<file path="src/rtl/mul4x4_seq_ctrl.sv">
// rtl/mul4x4_seq_ctrl.sv - 4x4 unsigned multiplier sequenced over a shared 2x2 multiplier cell
module mul4x4_seq_ctrl (
    input  logic       clk,
    input  logic       rst,
    input  logic       start,
    input  logic [3:0] a,
    input  logic [3:0] b,
    output logic [1:0] mul_x,
    output logic [1:0] mul_y,
    input  logic [3:0] mul_p,
    output logic       busy,
    output logic       done,
    output logic [7:0] p
);

    typedef enum logic [1:0] {
        IDLE = 2'd0,
        RUN  = 2'd1,
        DONE = 2'd2
    } state_t;

    state_t     state;
    logic [1:0] k;
    logic [3:0] ra;
    logic [3:0] rb;
    logic [7:0] acc;
    logic [1:0] half_sum;
    logic [7:0] term;

    // k[0] selects the half of ra, k[1] the half of rb.
    always_comb begin
        mul_x = 2'b00;
        mul_y = 2'b00;
        if (state == RUN) begin
            mul_x = k[0] ? ra[3:2] : ra[1:0];
            mul_y = k[1] ? rb[3:2] : rb[1:0];
        end
    end

    // Partial product weight is 2*(k[0]+k[1]): 0, 2, 2 or 4.
    assign half_sum = {k[0] & k[1], k[0] ^ k[1]};
    assign term     = {4'b0000, mul_p} << {half_sum, 1'b0};

    always_ff @(posedge clk) begin
        if (rst) begin
            state <= IDLE;
            k     <= 2'd0;
            ra    <= 4'd0;
            rb    <= 4'd0;
            acc   <= 8'd0;
            p     <= 8'd0;
            busy  <= 1'b0;
            done  <= 1'b0;
        end else begin
            done <= 1'b0;
            case (state)
                IDLE, DONE: begin
                    if (start) begin
                        ra    <= a;
                        rb    <= b;
                        acc   <= 8'd0;
                        k     <= 2'd0;
                        busy  <= 1'b1;
                        state <= RUN;
                    end else begin
                        state <= IDLE;
                    end
                end
                RUN: begin
                    if (k == 2'd3) begin
                        p     <= acc + term;
                        done  <= 1'b1;
                        busy  <= 1'b0;
                        state <= DONE;
                    end else begin
                        acc <= acc + term;
                        k   <= k + 2'd1;
                    end
                end
                default: begin
                    busy  <= 1'b0;
                    state <= IDLE;
                end
            endcase
        end
    end

endmodule

</file>
<file path="config.mk">
export PLATFORM = sky130hd
export DESIGN_NAME = mul4x4_seq_ctrl
export DESIGN_NICKNAME = d
export VERILOG_FILES = /design/src/rtl/mul4x4_seq_ctrl.sv
export SDC_FILE = /design/constraint.sdc
export NUM_CORES = 1
export LEC_CHECK = 0
export BUFFER_PORTS_ARGS = -buffer_cell sky130_fd_sc_hd__buf_2
export CORE_AREA = 2 2 52 79
export DETAILED_ROUTE_END_ITERATION = 6
export DIE_AREA = 0 0 54 81
export GPL_TIMING_DRIVEN = 0
export PLACE_DENSITY = 0.77
export REMOVE_ABC_BUFFERS = 1
export SLEW_MARGIN = 20
export SYNTH_ARGS = -nofsm -noshare
export SYNTH_HDL_FRONTEND = slang
export SYNTH_SLANG_ARGS = --single-unit
export TNS_END_PERCENT = 1
</file>
<file path="constraint.sdc">
create_clock -name clk -period 3.1 [get_ports clk]
set_input_delay 0.465 -clock clk [delete_from_list [all_inputs] [get_ports clk]]
set_output_delay 0.465 -clock clk [all_outputs]
set_load 0.02 [all_outputs]
</file>
==> results of run 1 <==
==> placed cells by master, fill, tap and decap left out, drive strengths merged, types with 2 or more instances in the layout <==
| cell | Yosys | layout |
|---|---|---|
| nor3 | 3 | 3 |
| ha | 8 | 8 |
| nand2 | 28 | 28 |
| o211ai | 3 | 3 |
| buf | 4 | 28 |
| nor2 | 24 | 24 |
| mux2i | 6 | 6 |
| nor2b | 3 | 3 |
| or4 | 2 | 2 |
| or3 | 5 | 5 |
| nand3b | 3 | 3 |
| nor3b | 2 | 2 |
| a21oi | 24 | 24 |
| o21a | 2 | 2 |
| nand4b | 3 | 3 |
| nand2b | 3 | 3 |
| nand3 | 4 | 4 |
| clkbuf | 5 | 6 |
| o21ai | 6 | 6 |
| a22o | 2 | 2 |
| dfxtp | 30 | 30 |
| a211oi | 4 | 4 |
| inv | 5 | 5 |
| o31ai | 3 | 3 |
==> power groups by stage <==
stage                     clock, uW  combinational [uW]  sequential, uW
after global routing            356                 145             412
after detailed placement          0                 128             419
after floorplan                   0                85.6             418
after global placement            0                 126             419
final                           328                 127             411
after CTS                       338                 129             411
==> layout make-up <==
type	instances	area (sq um)
clock buffer	6	82.6
clock inverter	2	12.5
fill	384	1930
inverter	5	18.8
multi-input combinational	153	942
sequential	30	601
tap	45	56.3
timing repair buffer	28	140
==> how the worst max path moves through the flow <==
stage                              endpoint  depth (start not counted)
after floorplan           p[6]$_SDFFE_PP0P_                         10
after global placement    p[7]$_SDFFE_PP0P_                          9
after detailed placement  p[7]$_SDFFE_PP0P_                          9
after CTS                 p[7]$_SDFFE_PP0P_                          9
after global routing      p[7]$_SDFFE_PP0P_                          9
final                     p[7]$_SDFFE_PP0P_                          9
==> per-layer routing <==
layer | vias up | part of all wire
met2 | 33 | 0.52
met4 | 0 | 0.026
met3 | 9 | 0.033
met1 | 679 | 0.42
met5 | - | 0
li1 | 753 | -
==> per-stage QoR <==
step / total power [uW] / instance area, sq um / worst slack, ns / cells / util
after floorplan: 504 / 1560 / 0.787 / 188 / -
final: 866 / 1850 / 0.375 / 269 / 0.490
after global placement: 545 / 1760 / 0.436 / 261 / 0.465
after CTS: 877 / 1850 / 0.382 / 269 / 0.490
after global routing: 913 / 1850 / 0.0791 / 269 / 0.490
after detailed placement: 547 / 1760 / 0.416 / 261 / 0.465
==> kinds of logic (layout without fill, tap and decap cells) <==
| logic type | count (synthesis) | count (layout) |
|---|---|---|
| buf+inv | 14 | 41 |
| compound gates | 51 | 51 |
| flops | 30 | 30 |
| fa+ha+maj | 9 | 9 |
| mux | 6 | 6 |
| simple gates | 86 | 86 |
| xor+xnor | 1 | 1 |
==> critical path, cell delays in order, from the launching register on <==
cell and delay, ns:
dfxtp_1 0.37, ha_1 0.36, inv_1 0.23, nor2_1 0.09, a22o_1 0.24, ha_1 0.35, nand2_1 0.10, a211oi_1 0.47
o211ai_1 0.18, a311oi_2 0.27
==> flip-flops by register name, indices dropped and copies added (netlist names) <==
register and cells:
acc 8, p 8, ra 4, rb 4, k 2, state 2
busy 1, done 1
==> results.ini, run 1 <==
[run_status]
status = finished, final reports clean

[logic_synthesis]
synth_compound_area_frac = 0.202
muxShareOfSynthArea = 0.0375
synth_flop_cell = dfxtp_1
ys_ff_latch = 30
synth_xor_area_frac = 0.00547
synth_cells = 197
synth_area_sq_um = 1600
ys_warn_count = 0
synth_top_area_cell = dfxtp_1
synth.yosys.seq_area_share = 0.375
synth-simple-area-share = 0.269
syn_avg_cell_area_sq_um = 8.13
ys_types = 42
synth_edf_count = 0
synth_top_family_by_area = simple AND/OR/NAND/NOR gates
netlist_top_cells_area = dfxtp_1 (38%), a21oi_1 (7.5%), nand2_1 (6.6%)
yosys.area.top_type_share = 0.375
async_flop_share = 0
synthAdderAreaFrac = 0.0750
synth_most_common_cell = dfxtp_1
synth_commonest_cells = dfxtp_1 (30), nand2_1 (28), a21oi_1 (24), nor2_1 (24), ha_1 (8)

[job]
drv_cap = 0

[timing]
setup_violations = 0
final_hold_viol_count = 0
grt_setup_unrepaired = false
slew_headroom = 0.582
fmax_ghz = 0.367
holdWs_ns = 0.410
fin_crit_ns = 2.73
tightest_slew_ns = 0.627
final.period_utilization = 0.879
fin_skew_ns = 0.0120
setup_tns_ns = 0
drv_slew = 0

[pwr]
intPower_uw = 630
power.density_nw_per_um2 = 467
p_sw_uw = 236
power.share.clock = 0.379
comb_power_share = 0.147
p_leak_uw = 0.000771
seqPwrFrac = 0.474
max-vdd-ir-drop_mv = 0.327
netSwitchingFraction = 0.273

[global_route]
grt_pass1_wl_mm = 5.88
grtUsageMet2 = 0.307
grtUsageTotal = 0.182
grt_overflow = 0
first_global_vias = 1355
antenna_found_initial = 0
grtUsageMet3 = 0.0386
met1_usage = 0.214
busiest_layer = met2
grt_max_degree = 36

[floorplan]
rows = 28
die_w_um = 54
fp.dieH_um = 81
initial_core_util = 0.423
core_area_sq_um = 3780
io_pins = 29
die_area_sq_um = 4370

[placement]
place.port_buffers = 28
gp_congestion = 0.932
dp.final_hpwl_mm = 2.51

[min_path]
worstHoldPathCells = 3
hp-start = b[1]
holdPathEnd = rb[1]$_SDFFE_PP0P_
hp-class = in2reg

[finish]
drive_gt1_frac = 0.174
fin_nets = 247
diodes = 0
syn_to_final_growth_pct = 15.7

[setup_path]
critPathLaunchType = register
required_ns = 3.31
rrSetupSlack_ns = 0.37
arrival_ns = 2.93
endpoint_kind = register
crit_start = k[0]$_SDFFE_PP0P_
r2r_end = p[7]$_SDFFE_PP0P_
crit_fanout = 11
r2r_cells = 9
crit_type = reg2reg
r2r-start = k[0]$_SDFFE_PP0P_

[detailed_routing]
drt_iter0_drc = 37
ant_nets = 0
wire_per_inst_um = 13.0
vias = 1474
routed_wl_mm = 3.49
drc = 0
avgViaCountPerCell = 5.48
firstDrtPassIters = 4

[clocking]
clock_sinks = 30
clockBufferDepth = 2
root_buffer = clkbuf_8
tritoncts = done
postCtsResizedCells = 0
postCtsSetupBuffers = 0
cts_buffers = 5
clk_pin_slew_ns = 0.07
clk_latency_ns = 0.29
hold_buffers = 0
htreeDepth = 2

No activity file was read; power rests on OpenSTA's default activity.
==> run 2, diff against run 1 <==
--- a/config.mk
+++ b/config.mk
@@ -10,7 +10,7 @@
 export DETAILED_ROUTE_END_ITERATION = 6
 export DIE_AREA = 0 0 54 81
 export GPL_TIMING_DRIVEN = 0
-export PLACE_DENSITY = 0.77
+export PLACE_DENSITY = 0.79
 export REMOVE_ABC_BUFFERS = 1
 export SLEW_MARGIN = 20
 export SYNTH_ARGS = -nofsm -noshare
==> constraint.sdc (replaced) <==
create_clock -name clk -period 2.4 [get_ports clk]
set_input_delay 0.36 -clock clk [delete_from_list [all_inputs] [get_ports clk]]
set_output_delay 0.36 -clock clk [all_outputs]
set_load 0.02 [all_outputs]
==> run 2 against run 1 <==
  * Global-route usage up 0.95 points
  * Fmax rose by 17%
  * Power increased by 32%
  * Worst hold slack lost 0.10 ns
  * Setup slack lost 0.30 ns
  * Clock skew fell by 0.0078 ns
  * First-iteration DRC count shrank 5.4%
  * Critical path type unchanged
==> results.ini, run 2 (synthesized netlist as in run 1, its figures left out) <==
[setup_path]
path_cells = ha_4 -> mux2i_4 -> nor2_1 -> ha_1 -> nand2_1 -> a211oi_4 -> buf_4 -> or3_1 -> a31oi_1
cp_top_family = adder cells
r2r_cells = 9  ; unchanged
cp-endpoint = acc[7]$_SDFFE_PP0P_
cp_slowest_cell = dfxtp_4
critical_path_cell_count = 9  ; unchanged
crit_fanout = 6  ; -5
endpoint_kind = register
cpPeakStageDelay_ns = 0.37  ; -0.10 ns
r2r-start = k[0]$_SDFFE_PP0P_
critPathLaunchType = register
crit_start = k[0]$_SDFFE_PP0P_
r2r_end = acc[7]$_SDFFE_PP0P_
rrSetupSlack_ns = 0.08  ; -0.30 ns
crit_type = reg2reg
arrival_ns = 2.53  ; -0.40 ns
required_ns = 2.61  ; -0.70 ns
crit_buf_inv = 1  ; unchanged

[timing]
fmax_ghz = 0.431  ; +17%
final.period_utilization = 0.967  ; +0.0879
grt_setup_unrepaired = true
fin_skew_ns = 0.00421  ; -0.00780 ns
drv_slew = 0  ; unchanged
tightest_slew_ns = 0.606  ; -0.0209 ns
setup_violations = 0  ; unchanged
holdWs_ns = 0.309  ; -0.101 ns
fin_crit_ns = 2.32  ; -0.404 ns
slew_headroom = 0.595  ; +0.0125
finalWorstSetupSlack_ns = 0.0793  ; -0.296 ns
final_hold_viol_count = 0  ; unchanged

[floorplan]
rows = 28  ; unchanged
die_w_um = 54  ; unchanged
io_pins = 29  ; unchanged
die_area_sq_um = 4370  ; unchanged
initial_core_util = 0.423  ; unchanged
core_area_sq_um = 3780  ; unchanged
fp.dieH_um = 81  ; unchanged

[detailed_routing]
routed_wl_mm = 3.79  ; +8.5%
ant_nets = 0  ; unchanged
drc = 0  ; unchanged
drt_iter0_drc = 35  ; -5.4%
vias = 1504  ; +2.0%
wire_per_inst_um = 14.0  ; +7.7%
firstDrtPassIters = 4  ; unchanged
avgViaCountPerCell = 5.55  ; +1.3%

[clocking]
clk_pin_slew_ns = 0.06  ; about the same
cts_buffers = 5  ; unchanged
tritoncts = done
htreeDepth = 2  ; unchanged
hold_buffers = 0  ; unchanged
clk_latency_ns = 0.28  ; about the same
clockBufferDepth = 2  ; unchanged
clock_sinks = 30  ; unchanged
root_buffer = clkbuf_8

[global_route]
grt_pass1_wl_mm = 6.00  ; +2.1%
antenna_found_initial = 0  ; unchanged
grtUsageTotal = 0.192  ; +0.00950
grt_overflow = 0  ; unchanged
grt_max_degree = 36  ; unchanged
first_global_vias = 1310  ; -3.3%

[finish]
fin_nets = 249  ; +0.81%
final_cell_mix = dfxtp_1 (28), buf_2 (28), nand2_1 (27), a21oi_1 (23), nor2_1 (22)
stdcell_area_sq_um = 1980  ; +6.9%
syn_to_final_growth_pct = 23.7
top_regs = acc x8, p x8
drive_gt1_frac = 0.270  ; +0.0958
final_core_utilization = 0.523  ; +0.0337
diodes = 0  ; unchanged

[pwr]
power.density_nw_per_um2 = 578  ; +24%
power_uw = 1140  ; +32%
p_leak_uw = 0.000785  ; +1.8%
max-vdd-ir-drop_mv = 0.585  ; +79%

[job]
drv_cap = 0  ; unchanged

[min_path]
hp-class = in2reg

[placement]
dp.final_hpwl_mm = 2.57  ; +2.4%
pre_cts_ws_ns = -0.338  ; -0.753 ns
gp_congestion = 0.897  ; -3.8%
place.port_buffers = 28  ; unchanged
place_area_sq_um = 1760  ; unchanged

[run_status]
status = finished, final reports clean

run 2: per-layer routing:
layer	part of all wire	GRT usage	vias up	wire [um]
met1	0.39	0.223	684	1470
met4	0.040	0.125	0	150
met5	0	0	-	0
met3	0.049	0.0404	13	184
met2	0.52	0.309	54	1990
li1	-	-	753	-
run 2: worst min path at each step:
stage                            start                 end  slack, ns  depth (start not counted)
global placement     p[3]$_SDFFE_PP0P_   p[3]$_SDFFE_PP0P_       0.44                          2
detailed placement  ra[1]$_SDFFE_PP0P_  ra[1]$_SDFFE_PP0P_       0.45                          2
floorplan                          rst   p[7]$_SDFFE_PP0P_       0.43                          1
global route                      b[1]  rb[1]$_SDFFE_PP0P_       0.30                          3
finish                            b[2]  rb[2]$_SDFFE_PP0P_       0.31                          3
CTS                               b[2]  rb[2]$_SDFFE_PP0P_       0.30                          3
run 2: worst min-delay path: stages:
cell	delay, ns
buf_2	0.09
nand2_1	0.04
a21oi_1	0.05
run 2: cell type report:
class	count	area, sq um
Fill cell	356	1800
Multi-Input combinational cell	153	1050
Sequential cell	30	608
Timing Repair Buffer	30	155
Clock buffer	7	86.3
Tap cell	45	56.3
Inverter	5	18.8
Clock inverter	1	5.00
run 2: power by group:
| group | total, uW | switching [uW] | leakage, uW | internal [uW] |
|---|---|---|---|---|
| sequential | 532 | 15.8 | 0.000246 | 516 |
| combinational | 197 | 112 | 0.000491 | 85.3 |
| clock | 414 | 184 | 0.0000482 | 231 |
run 2: through the flow:
step           instances  TNS, ns
5_1_grt              271  -0.0243
6_report             271        0
3_3_place_gp         261    -1.13
3_5_place_dp         261    -1.65
2_1_floorplan        188        0
4_1_cts              270        0
run 2: repair_timing:
action	4_1_cts	5_1_grt
setup endpoints to repair	11	8
hold endpoints to repair	0	0
pin swaps	2	3
setup buffers	1	1
resized for setup	16	14
==> run 3, diff against run 2 <==
--- a/config.mk
+++ b/config.mk
@@ -6,11 +6,11 @@
 export NUM_CORES = 1
 export LEC_CHECK = 0
 export BUFFER_PORTS_ARGS = -buffer_cell sky130_fd_sc_hd__buf_2
-export CORE_AREA = 2 2 52 79
+export CORE_AREA = 2 2 50 76
 export DETAILED_ROUTE_END_ITERATION = 6
-export DIE_AREA = 0 0 54 81
+export DIE_AREA = 0 0 52 78
 export GPL_TIMING_DRIVEN = 0
-export PLACE_DENSITY = 0.79
+export PLACE_DENSITY = 0.84
 export REMOVE_ABC_BUFFERS = 1
 export SLEW_MARGIN = 20
 export SYNTH_ARGS = -nofsm -noshare
==> run 3 against run 2 <==
  * Utilization up 6.8 points
  * Clock-buffer cell count up 1
  * Routed wire length up 0.71%
  * Power up 5.4%
  * Via count up 2.5%
  * Fmax up 0.31%
  * Die area down 7.3%
  * Setup slack better by 0.0072 ns
  * Global-route usage up 1.0 points
  * Sequential share of layout area down 0.13 points
  * Cell area unchanged
  * Highest routed layer unchanged
==> results.ini, run 3 (synthesized netlist as in run 1, its figures left out) <==
[detailed_routing]
avgViaCountPerCell = 5.78  ; +4.1%
routed_wl_mm = 3.82  ; +0.71%
wire_per_inst_um = 14.3  ; +2.2%
ant_nets = 0  ; unchanged
drt_iter0_drc = 29  ; -17%
vias = 1542  ; +2.5%
firstDrtPassIters = 4  ; unchanged
drc = 0  ; unchanged

[setup_path]
crit_fanout = 6  ; unchanged
endpoint_kind = register
arrival_ns = 2.53  ; about the same
r2r-start = k[0]$_SDFFE_PP0P_
crit_type = reg2reg
crit_start = k[0]$_SDFFE_PP0P_
required_ns = 2.62  ; about the same
critPathLaunchType = register
r2r_cells = 9  ; unchanged

[finish]
fin_nets = 248  ; -0.40%
final_cell_mix = dfxtp_1 (28), buf_2 (28), nand2_1 (27), nor2_1 (23), a21oi_1 (23)
multiInputGateArea_sq_um = 1050  ; -0.48%
n_fill_cell = 302  ; -15%
syn_to_final_growth_pct = 23.7  ; unchanged
drive_gt1_frac = 0.262  ; -0.00769
top_regs = acc x8, p x8
regArea_sq_um = 606  ; -0.41%
fin_cells = 267  ; -1.5%
final_core_utilization = 0.591  ; +0.0676
diodes = 0  ; unchanged
stdcell_area_sq_um = 1980  ; unchanged

[pwr]
max-vdd-ir-drop_mv = 0.465  ; -21%
comb_power_share = 0.162  ; -0.011
power.density_nw_per_um2 = 609  ; +5.4%
power.share.clock = 0.396  ; +0.034
netSwitchingFraction = 0.262  ; -0.0104
seqPwrFrac = 0.442  ; -0.023
p_leak_uw = 0.000788  ; +0.43%
p_sw_uw = 316  ; +1.4%
intPower_uw = 890  ; +6.9%

[global_route]
grtUsageMet2 = 0.349  ; +0.0408
grtUsageTotal = 0.202  ; +0.0102
met1_usage = 0.226  ; +0.00315
grt_max_degree = 36  ; unchanged
antenna_found_initial = 0  ; unchanged
grt_pass1_wl_mm = 6.14  ; +2.3%
busiest_layer = met2
first_global_vias = 1368  ; +4.4%
grtUsageMet3 = 0.0442  ; +0.00379
grt_overflow = 0  ; unchanged

[clocking]
clock_sinks = 30  ; unchanged
clk_latency_ns = 0.29  ; about the same
hold_buffers = 0  ; unchanged
clk_pin_slew_ns = 0.07  ; about the same
clockBufferDepth = 2  ; unchanged
htreeDepth = 2  ; unchanged
tritoncts = done
cts_buffers = 5  ; unchanged
root_buffer = clkbuf_8

[floorplan]
core_area_sq_um = 3350  ; -11%
initial_core_util = 0.478  ; +0.0547
io_pins = 29  ; unchanged
rows = 26  ; -7.1%
die_w_um = 52  ; -3.7%
die_area_sq_um = 4060  ; -7.3%
fp.dieH_um = 78  ; -3.7%

[timing]
fmax_ghz = 0.432  ; +0.31%
final_hold_viol_count = 0  ; unchanged
drv_slew = 0  ; unchanged
tightest_slew_ns = 0.643  ; +0.0376 ns
final.period_utilization = 0.964  ; -0.00299
slew_headroom = 0.569  ; -0.0252
fin_skew_ns = 0.00845  ; +0.00424 ns
holdWs_ns = 0.310  ; +0.000787 ns
setup_violations = 0  ; unchanged
fin_crit_ns = 2.31  ; -0.00717 ns

[run_status]
status = finished, final reports clean

[placement]
gp_congestion = 0.863  ; -3.7%
place.port_buffers = 28  ; unchanged
dp_cells = 258  ; -1.1%
place_area_sq_um = 1750  ; -0.21%
dp.final_hpwl_mm = 2.55  ; -0.80%

[min_path]
hp-start = b[1]
worstHoldPathCells = 3  ; unchanged
hp-class = in2reg

[job]
drv_cap = 0  ; unchanged

run 3: what timing repair did:
action	in CTS	in global routing
gates resized for setup	16	11
endpoints found under the setup margin	11	8
buffers inserted	0	1
pin swaps	2	3
run 3: layout make-up:
type | count | share of cell area
repair buffers | 29 | 0.0745
inverters | 5 | 0.00948
well taps | 42 | 0.0265
clock buffers | 8 | 0.0556
multi-input cells | 153 | 0.528
flip-flops and latches | 30 | 0.306
run 3: per-layer routing:
layer  vias to the layer above  routed length, um  part of all wire
met5                         -                  0                 0
met4                         0                163             0.043
met3                        15                227             0.059
met2                        66               1960              0.51
met1                       705               1470              0.38
li1                        756                  -                 -
run 3: critical path, cell delays in order (launching register included):
cell	delay (ns)
dfxtp_4	0.37
ha_4	0.32
mux2i_2	0.23
nor2_1	0.10
ha_4	0.25
a21oi_4	0.19
a211oi_4	0.11
buf_4	0.15
or3_1	0.36
a31oi_1	0.15
run 3: per-stage QoR:
step / worst slack (ns) / total power (uW) / setup TNS [ns]
after floorplan: 0.0869 / 651 / 0
after global placement: -0.261 / 700 / -1.08
after detailed placement: -0.342 / 706 / -1.47
after CTS: 0.0114 / 1190 / 0
after global routing: -0.00583 / 1250 / -0.0131
final: 0.0865 / 1210 / 0
run 3: worst paths after layout:
path | to | slack [ns]
setup reg to reg | acc[7]$_SDFFE_PP0P_ | 0.09
hold reg to reg | p[4]$_SDFFE_PP0P_ | 0.45
setup / recovery | acc[7]$_SDFFE_PP0P_ | 0.09
hold / removal | rb[1]$_SDFFE_PP0P_ | 0.31
run 3: power groups by stage:
stage / Sequential [uW] / Combinational, uW / Clock, uW
5_1_grt: 535 / 213 / 501
3_5_place_dp: 541 / 165 / 0
2_1_floorplan: 541 / 111 / 0
6_report: 533 / 196 / 477
4_1_cts: 532 / 177 / 485
3_3_place_gp: 541 / 159 / 0
